File: src/rtl/systolic_writeback_if.sv
// Result-collection bus between the systolic array, the writeback block and the lane banks.
// Array-side and bank-side signals share one bundle so lane widths stay consistent.
interface systolic_writeback_if #(
  parameter int D_W_ACC = 16,
  parameter int N1      = 4,
  parameter int M       = 8
);
  localparam int DEPTH = M * M / N1;
  localparam int AW    = (DEPTH > 1) ? $clog2(DEPTH) : 1;

  logic                start;
  logic [D_W_ACC-1:0]  D       [N1];
  logic [N1-1:0]       valid_D;
  logic [N1-1:0]       wr_en;
  logic [AW-1:0]       wr_addr [N1];
  logic [D_W_ACC-1:0]  wr_data [N1];
  logic                busy;
  logic                done;
  logic                err_overflow;
  logic                err_idle;

  modport master (
    output start, D, valid_D,
    input  wr_en, wr_addr, wr_data, busy, done, err_overflow, err_idle
  );

  modport slave (
    input  start, D, valid_D,
    output wr_en, wr_addr, wr_data, busy, done, err_overflow, err_idle
  );
endinterface

File: src/rtl/systolic_writeback.sv
// Collects one MxM result matrix from N1 staggered array rows and writes each row
// into its own bank with a fixed one-cycle latency; flags stray or excess beats.
module systolic_writeback #(
  parameter int D_W_ACC = 16,
  parameter int N1      = 4,
  parameter int M       = 8
) (
  input  logic                  clk,
  input  logic                  rst,
  systolic_writeback_if.slave   io_wb
);
  localparam int DEPTH = M * M / N1;
  localparam int AW    = (DEPTH > 1) ? $clog2(DEPTH) : 1;
  localparam logic [AW-1:0] LAST_ADDR = AW'(DEPTH - 1);

  localparam logic [1:0] S_IDLE    = 2'd0;
  localparam logic [1:0] S_COLLECT = 2'd1;
  localparam logic [1:0] S_DONE    = 2'd2;

  logic [1:0]          r_state;
  logic [AW-1:0]       r_cnt     [N1];
  logic [N1-1:0]       r_complete;
  logic [N1-1:0]       r_wr_en;
  logic [AW-1:0]       r_wr_addr [N1];
  logic [D_W_ACC-1:0]  r_wr_data [N1];
  logic                r_err_overflow;
  logic                r_err_idle;

  logic                w_collect;
  logic [N1-1:0]       w_accept;
  logic [N1-1:0]       w_last;
  logic                w_all_done;
  logic                w_overflow_hit;
  logic                w_idle_hit;

  always_comb begin
    w_last = '0;
    for (int i = 0; i < N1; i++) begin
      w_last[i] = (r_cnt[i] == LAST_ADDR);
    end
  end

  assign w_collect      = (r_state == S_COLLECT);
  assign w_accept       = io_wb.valid_D & ~r_complete & {N1{w_collect}};
  // Lanes finishing this very cycle count towards completion.
  assign w_all_done     = &(r_complete | (w_accept & w_last));
  assign w_overflow_hit = w_collect & (|(io_wb.valid_D & r_complete));
  assign w_idle_hit     = ~w_collect & (|io_wb.valid_D);

  always_ff @(posedge clk) begin
    if (rst) begin
      r_state        <= S_IDLE;
      r_complete     <= '0;
      r_wr_en        <= '0;
      r_err_overflow <= 1'b0;
      r_err_idle     <= 1'b0;
      for (int i = 0; i < N1; i++) begin
        r_cnt[i]     <= '0;
        r_wr_addr[i] <= '0;
        r_wr_data[i] <= '0;
      end
    end else begin
      r_wr_en <= w_accept;
      for (int i = 0; i < N1; i++) begin
        if (w_accept[i]) begin
          r_wr_addr[i] <= r_cnt[i];
          r_wr_data[i] <= io_wb.D[i];
          // Counter parks on the last address; completion is tracked separately.
          if (w_last[i]) begin
            r_complete[i] <= 1'b1;
          end else begin
            r_cnt[i] <= r_cnt[i] + AW'(1);
          end
        end
      end

      case (r_state)
        S_IDLE: begin
          if (io_wb.start) begin
            r_state        <= S_COLLECT;
            r_complete     <= '0;
            r_err_overflow <= 1'b0;
            r_err_idle     <= 1'b0;
            for (int i = 0; i < N1; i++) begin
              r_cnt[i] <= '0;
            end
          end
        end
        S_COLLECT: begin
          if (w_all_done) begin
            r_state <= S_DONE;
          end
        end
        S_DONE:  r_state <= S_IDLE;
        default: r_state <= S_IDLE;
      endcase

      // Error sets come last so a stray beat on the start cycle is still recorded.
      if (w_overflow_hit) begin
        r_err_overflow <= 1'b1;
      end
      if (w_idle_hit) begin
        r_err_idle <= 1'b1;
      end
    end
  end

  assign io_wb.wr_en        = r_wr_en;
  assign io_wb.wr_addr      = r_wr_addr;
  assign io_wb.wr_data      = r_wr_data;
  assign io_wb.busy         = w_collect;
  assign io_wb.done         = (r_state == S_DONE);
  assign io_wb.err_overflow = r_err_overflow;
  assign io_wb.err_idle     = r_err_idle;
endmodule

File: src/flat_wrapper.sv
// flat-port wrapper written by rule: the top's interface ports become plain ports
module systolic_writeback_flat 
#(
  parameter int D_W_ACC = 16,
  parameter int N1      = 4,
  parameter int M       = 8
)
  (clk, rst, io_wb_start, io_wb_D, io_wb_valid_D, io_wb_wr_en, io_wb_wr_addr, io_wb_wr_data, io_wb_busy, io_wb_done, io_wb_err_overflow, io_wb_err_idle);
  systolic_writeback_if #(.D_W_ACC(D_W_ACC), .N1(N1), .M(M)) io_wb_i ();
  input  logic clk;
  input  logic rst;
  input wire logic [$bits(io_wb_i.start)-1:0] io_wb_start;
  input wire logic [$bits(io_wb_i.D)-1:0] io_wb_D;
  input wire logic [$bits(io_wb_i.valid_D)-1:0] io_wb_valid_D;
  output wire logic [$bits(io_wb_i.wr_en)-1:0] io_wb_wr_en;
  output wire logic [$bits(io_wb_i.wr_addr)-1:0] io_wb_wr_addr;
  output wire logic [$bits(io_wb_i.wr_data)-1:0] io_wb_wr_data;
  output wire logic [$bits(io_wb_i.busy)-1:0] io_wb_busy;
  output wire logic [$bits(io_wb_i.done)-1:0] io_wb_done;
  output wire logic [$bits(io_wb_i.err_overflow)-1:0] io_wb_err_overflow;
  output wire logic [$bits(io_wb_i.err_idle)-1:0] io_wb_err_idle;
  assign io_wb_i.start = io_wb_start;
  assign io_wb_i.D = {>>{io_wb_D}};
  assign io_wb_i.valid_D = io_wb_valid_D;
  assign io_wb_wr_en = io_wb_i.wr_en;
  assign io_wb_wr_addr = {>>{io_wb_i.wr_addr}};
  assign io_wb_wr_data = {>>{io_wb_i.wr_data}};
  assign io_wb_busy = io_wb_i.busy;
  assign io_wb_done = io_wb_i.done;
  assign io_wb_err_overflow = io_wb_i.err_overflow;
  assign io_wb_err_idle = io_wb_i.err_idle;
  systolic_writeback #(.D_W_ACC(D_W_ACC), .N1(N1), .M(M)) u_core (.clk(clk), .rst(rst), .io_wb(io_wb_i));
endmodule
File: config.mk
export PLATFORM = sky130hd
export DESIGN_NAME = systolic_writeback_flat
export DESIGN_NICKNAME = d
export VERILOG_FILES = /design/src/rtl/systolic_writeback_if.sv /design/src/rtl/systolic_writeback.sv /design/src/flat_wrapper.sv
export SDC_FILE = /design/constraint.sdc
export NUM_CORES = 1
export LEC_CHECK = 0
export BUFFER_PORTS_ARGS = -buffer_cell sky130_fd_sc_hd__clkbuf_2
export CORE_AREA = 2 2 100 102
export DETAILED_ROUTE_END_ITERATION = 7
export DIE_AREA = 0 0 102 104
export PLACE_DENSITY = 0.74
export SLEW_MARGIN = 20
export SYNTH_ARGS = -nofsm -noshare
export SYNTH_HDL_FRONTEND = slang
export SYNTH_SLANG_ARGS = --single-unit
File: constraint.sdc
create_clock -name clk -period 1.82 [get_ports clk]
set_input_delay 0.091 -clock clk [delete_from_list [all_inputs] [get_ports clk]]
set_output_delay 0.091 -clock clk [all_outputs]
set_load 0.05 [all_outputs]
==> flow_metrics.env <==
export IMPL_critPathLaunchType="register"
export IMPL_cts_clk_slew_worst_paths_ns=0.10
export IMPL_num_rows=36
export IMPL_yosysTopAreaCell="dfxtp_1"
export IMPL_io_pins=159
export IMPL_crit_chain="ha_1, and3_1, or3_4, nand2_2"
export IMPL_synth_seq_cells=108
export IMPL_dieWidth_um=102
export IMPL_routabilityCongestion=0.790
export IMPL_p_leak_nw=2.47
export IMPL_grt_max_degree=61
export IMPL_dp_hpwl_um=6700
export IMPL_synth_cell_area_mm2=0.00398
export IMPL_vias_per_cell=4.73
export IMPL_tightest_slew_ns=0.527
export IMPL_crit_path_end_kind="register"
export IMPL_via_count=3894
export IMPL_cts_htree_levels=3
export IMPL_syn_area_per_cell_um2=8.51
export IMPL_p_sw_mw=1.42
export IMPL_overflow=0
export IMPL_reg2reg_from="u_core.r_cnt[2][0]$_SDFFCE_PN0P_"
export IMPL_path_buf_inv=0
export IMPL_seq_area_mm2=0.00224
export IMPL_cellPowerDensity_mw_per_mm2=824
export IMPL_hold_viol=0
export IMPL_drv_cap=0
export IMPL_antenna_cells=0
export IMPL_wl_per_cell_um=12.9
export IMPL_cts_tree="built"
export IMPL_peakVddDrop_mv=0.347
export IMPL_grt_pass1_vias=3754
export IMPL_syn_nets=543
export IMPL_nFillCells=865
export IMPL_core_area_mm2=0.00955
export IMPL_worstRegToRegCells=4
export IMPL_cpMaxStageDelayCell="edfxtp_1"
export IMPL_final_net_count=761
export IMPL_hold_path_cell_count=3
export IMPL_p_int_mw=3.35
export IMPL_cp_max_fo=4
export IMPL_hold_end="u_core.io_wb.err_idle$_SDFFE_PP0P_"
export IMPL_clockRootBuffer="clkbuf_8"
export IMPL_slowest_delay_ns=0.45
export IMPL_fin_util_pct=60.7
export IMPL_hold_ws_ns=0.0579
export IMPL_synthTopCellsByCount="163 x nand2_1, 100 x dfxtp_1, 85 x a21oi_1"
export IMPL_die_area_mm2=0.0106
export IMPL_maxSlewViolCount=0
export IMPL_grt_pass1_wl_um=17300
export IMPL_worstSetupPathType="register to register"
export IMPL_start_util_pct=41.7
export IMPL_drtIter0Drc=210
export IMPL_power_share_switching_pct=29.8
export IMPL_post_route_period_util_pct=95.2
export IMPL_area_delta_synth_final_pct=45.6
export IMPL_chipHeight_um=104
export IMPL_worst_r2r_setup_slack_ns=0.09
export IMPL_max_slew_margin_pct=64.8
export IMPL_cts_sinks=108
export IMPL_async_flop_share_pct=0
export IMPL_synth_flop_cell="dfxtp_1"
export IMPL_final_antenna_net_count=0
export IMPL_worstSkewPairLatency_ns=0.36
export IMPL_status="complete, no violations"
export IMPL_reg2reg_to="u_core.r_cnt[2][1]$_SDFFCE_PN0P_"
export IMPL_hp_start="io_wb_valid_D[2]"
export IMPL_drive_gt1_share_pct=29.4
export IMPL_worstPathRequired_ns=1.89
export IMPL_ys_seq_area_share_pct=56.3
export IMPL_yosys_top_cells_area="dfxtp_1 50%, nand2_1 15%, a21oi_1 11%"
export IMPL_finalSetupViolations=0
export IMPL_rsz0062_at_grt="false"
export IMPL_fin_crit_ns=1.73
export IMPL_yosys_warnings=0
export IMPL_cts_buffer_depth=2
export IMPL_grt_usage_pct=20.1
export IMPL_tns_ns=0
export IMPL_syn_inst=468
export IMPL_route_detailed_drc=0
export IMPL_wl_um=10600
export IMPL_yosysMostFrequentCell="nand2_1"
export IMPL_path_delay_family="simple AND/OR/NAND/NOR gates"
export IMPL_hold_class="input pin to register"
export IMPL_synth_distinct_cells=42
export IMPL_finalClockSkew_ns=0.0107
export IMPL_p_clk_share_pct=26.8
export IMPL_multi_input_area_mm2=0.00166
export IMPL_drtPass1Iterations=4
export IMPL_antenna_found_initial=0
export IMPL_yosysTopAreaCellShare_pct=50.3
export IMPL_crit_arrival_ns=1.80
export IMPL_clock_fmax_ghz=0.577
export IMPL_seqPwrFrac_pct=53.7
export IMPL_synth_edff_count=8
export IMPL_portBuffers=158
export IMPL_cts_inserted_buffers=9
export IMPL_power_frac_comb_pct=19.5
==> per-stage QoR <==
step | power, mW | setup slack (ns) | cells | area, um2
after floorplan | 3.18 | 0.0149 | 468 | 4000
final | 4.78 | 0.0867 | 824 | 5800
after CTS | 4.84 | 0.0362 | 822 | 5780
after global routing | 5.02 | 0.0126 | 824 | 5800
after detailed placement | 3.43 | 0.0202 | 742 | 4960
after global placement | 3.41 | 0.128 | 742 | 4960
==> cells in the final DEF (no fill, tap or decap), types with 2 or more instances in the layout <==
cell / count
edfxtp_1: 8
nor3_1: 2
a21oi_1: 85
a31oi_1: 2
a22oi_1: 3
and3_1: 4
clkinv_2: 3
nor3b_2: 3
mux2i_1: 2
nor4_1: 2
clkbuf_2: 157
nand2b_1: 4
buf_4: 13
nor2_2: 3
nand3b_1: 2
xnor2_1: 5
ha_1: 4
or3_4: 2
and2b_1: 2
inv_1: 3
dlygate4sd3_1: 64
nand2_1: 162
xor2_1: 4
dfxtp_1: 100
clkbuf_8: 10
nand3_1: 5
nor2_1: 17
==> final cells by class <==
cell class	count	share of cell area (%)
well taps	133	2.87
clock inverters	5	0.475
inverters	4	0.324
repair buffers	235	26.6
flip-flops and latches	108	38.7
multi-input cells	328	28.6
clock buffers	11	2.44
==> routing by layer <==
layer | part of all wire (%) | wire (um) | global-route usage [%] | up-vias
li1 | - | - | - | 1976
met1 | 42 | 4460 | 23.9 | 1791
met2 | 51 | 5400 | 34.8 | 103
met3 | 4.5 | 482 | 3.97 | 24
met4 | 2.8 | 298 | 8.76 | 0
met5 | 0 | 0 | 0 | -
==> what timing repair did <==
item                       in CTS  in global routing
hold endpoints to repair       64                  0
hold buffers                   64                  0
buffers inserted                0                  2
pin swaps                       0                  0
resized for setup               1                  1
setup endpoints to repair       1                  4
==> how the worst max path moves through the flow <==
stage                                     startpoint                               end  slack [ns]  depth (start not counted)
detailed placement  u_core.r_cnt[2][0]$_SDFFCE_PN0P_  u_core.r_cnt[2][2]$_SDFFCE_PN0P_        0.02                          4
CTS                 u_core.r_cnt[2][0]$_SDFFCE_PN0P_  u_core.r_cnt[2][1]$_SDFFCE_PN0P_        0.04                          4
global placement    u_core.r_cnt[2][0]$_SDFFCE_PN0P_  u_core.r_cnt[2][1]$_SDFFCE_PN0P_        0.13                          4
floorplan             u_core.r_state[1]$_SDFFE_PP0P_  u_core.r_cnt[2][0]$_SDFFCE_PN0P_        0.01                          5
global route        u_core.r_cnt[2][0]$_SDFFCE_PN0P_  u_core.r_cnt[2][1]$_SDFFCE_PN0P_        0.01                          4
finish              u_core.r_cnt[2][0]$_SDFFCE_PN0P_  u_core.r_cnt[2][1]$_SDFFCE_PN0P_        0.09                          4
==> worst min-delay path, delay by kind of cell <==
| family | cells | cell delay (ns) |
|---|---|---|
| compound gates | 2 | 0.17 |
| buf+inv | 1 | 0.12 |
==> flip-flops by register name (all words and copies together) (netlist names) <==
register,count
u_core.r_complete,4
u_core.io_wb.err_overflow,1
u_core.io_wb.wr_data,64
u_core.r_cnt,16
u_core.io_wb.wr_en,4
u_core.r_state,2
u_core.io_wb.wr_addr,16
u_core.io_wb.err_idle,1
==> power by group through the flow <==
stage                     clock (mW)  sequential, mW  combinational, mW
after floorplan                    0            2.90              0.280
after global placement             0            2.61              0.797
after detailed placement           0            2.62              0.813
after CTS                       1.35            2.56              0.922
after global routing            1.43            2.58               1.01
final                           1.28            2.56              0.933
==> kinds of logic after synthesis <==
| kind of cell | Yosys count | share of synthesized area [%] |
|---|---|---|
| AND/OR/NAND/NOR | 218 | 24.0 |
| adder cells (fa/ha/maj) | 4 | 1.26 |
| multiplexers | 2 | 0.503 |
| AO/OA/AOI/OAI | 95 | 12.7 |
| XOR/XNOR | 9 | 1.98 |
| flip-flops | 108 | 56.3 |
| buffers and inverters | 32 | 3.27 |
Note: power is estimated with default switching activity, not from simulation.
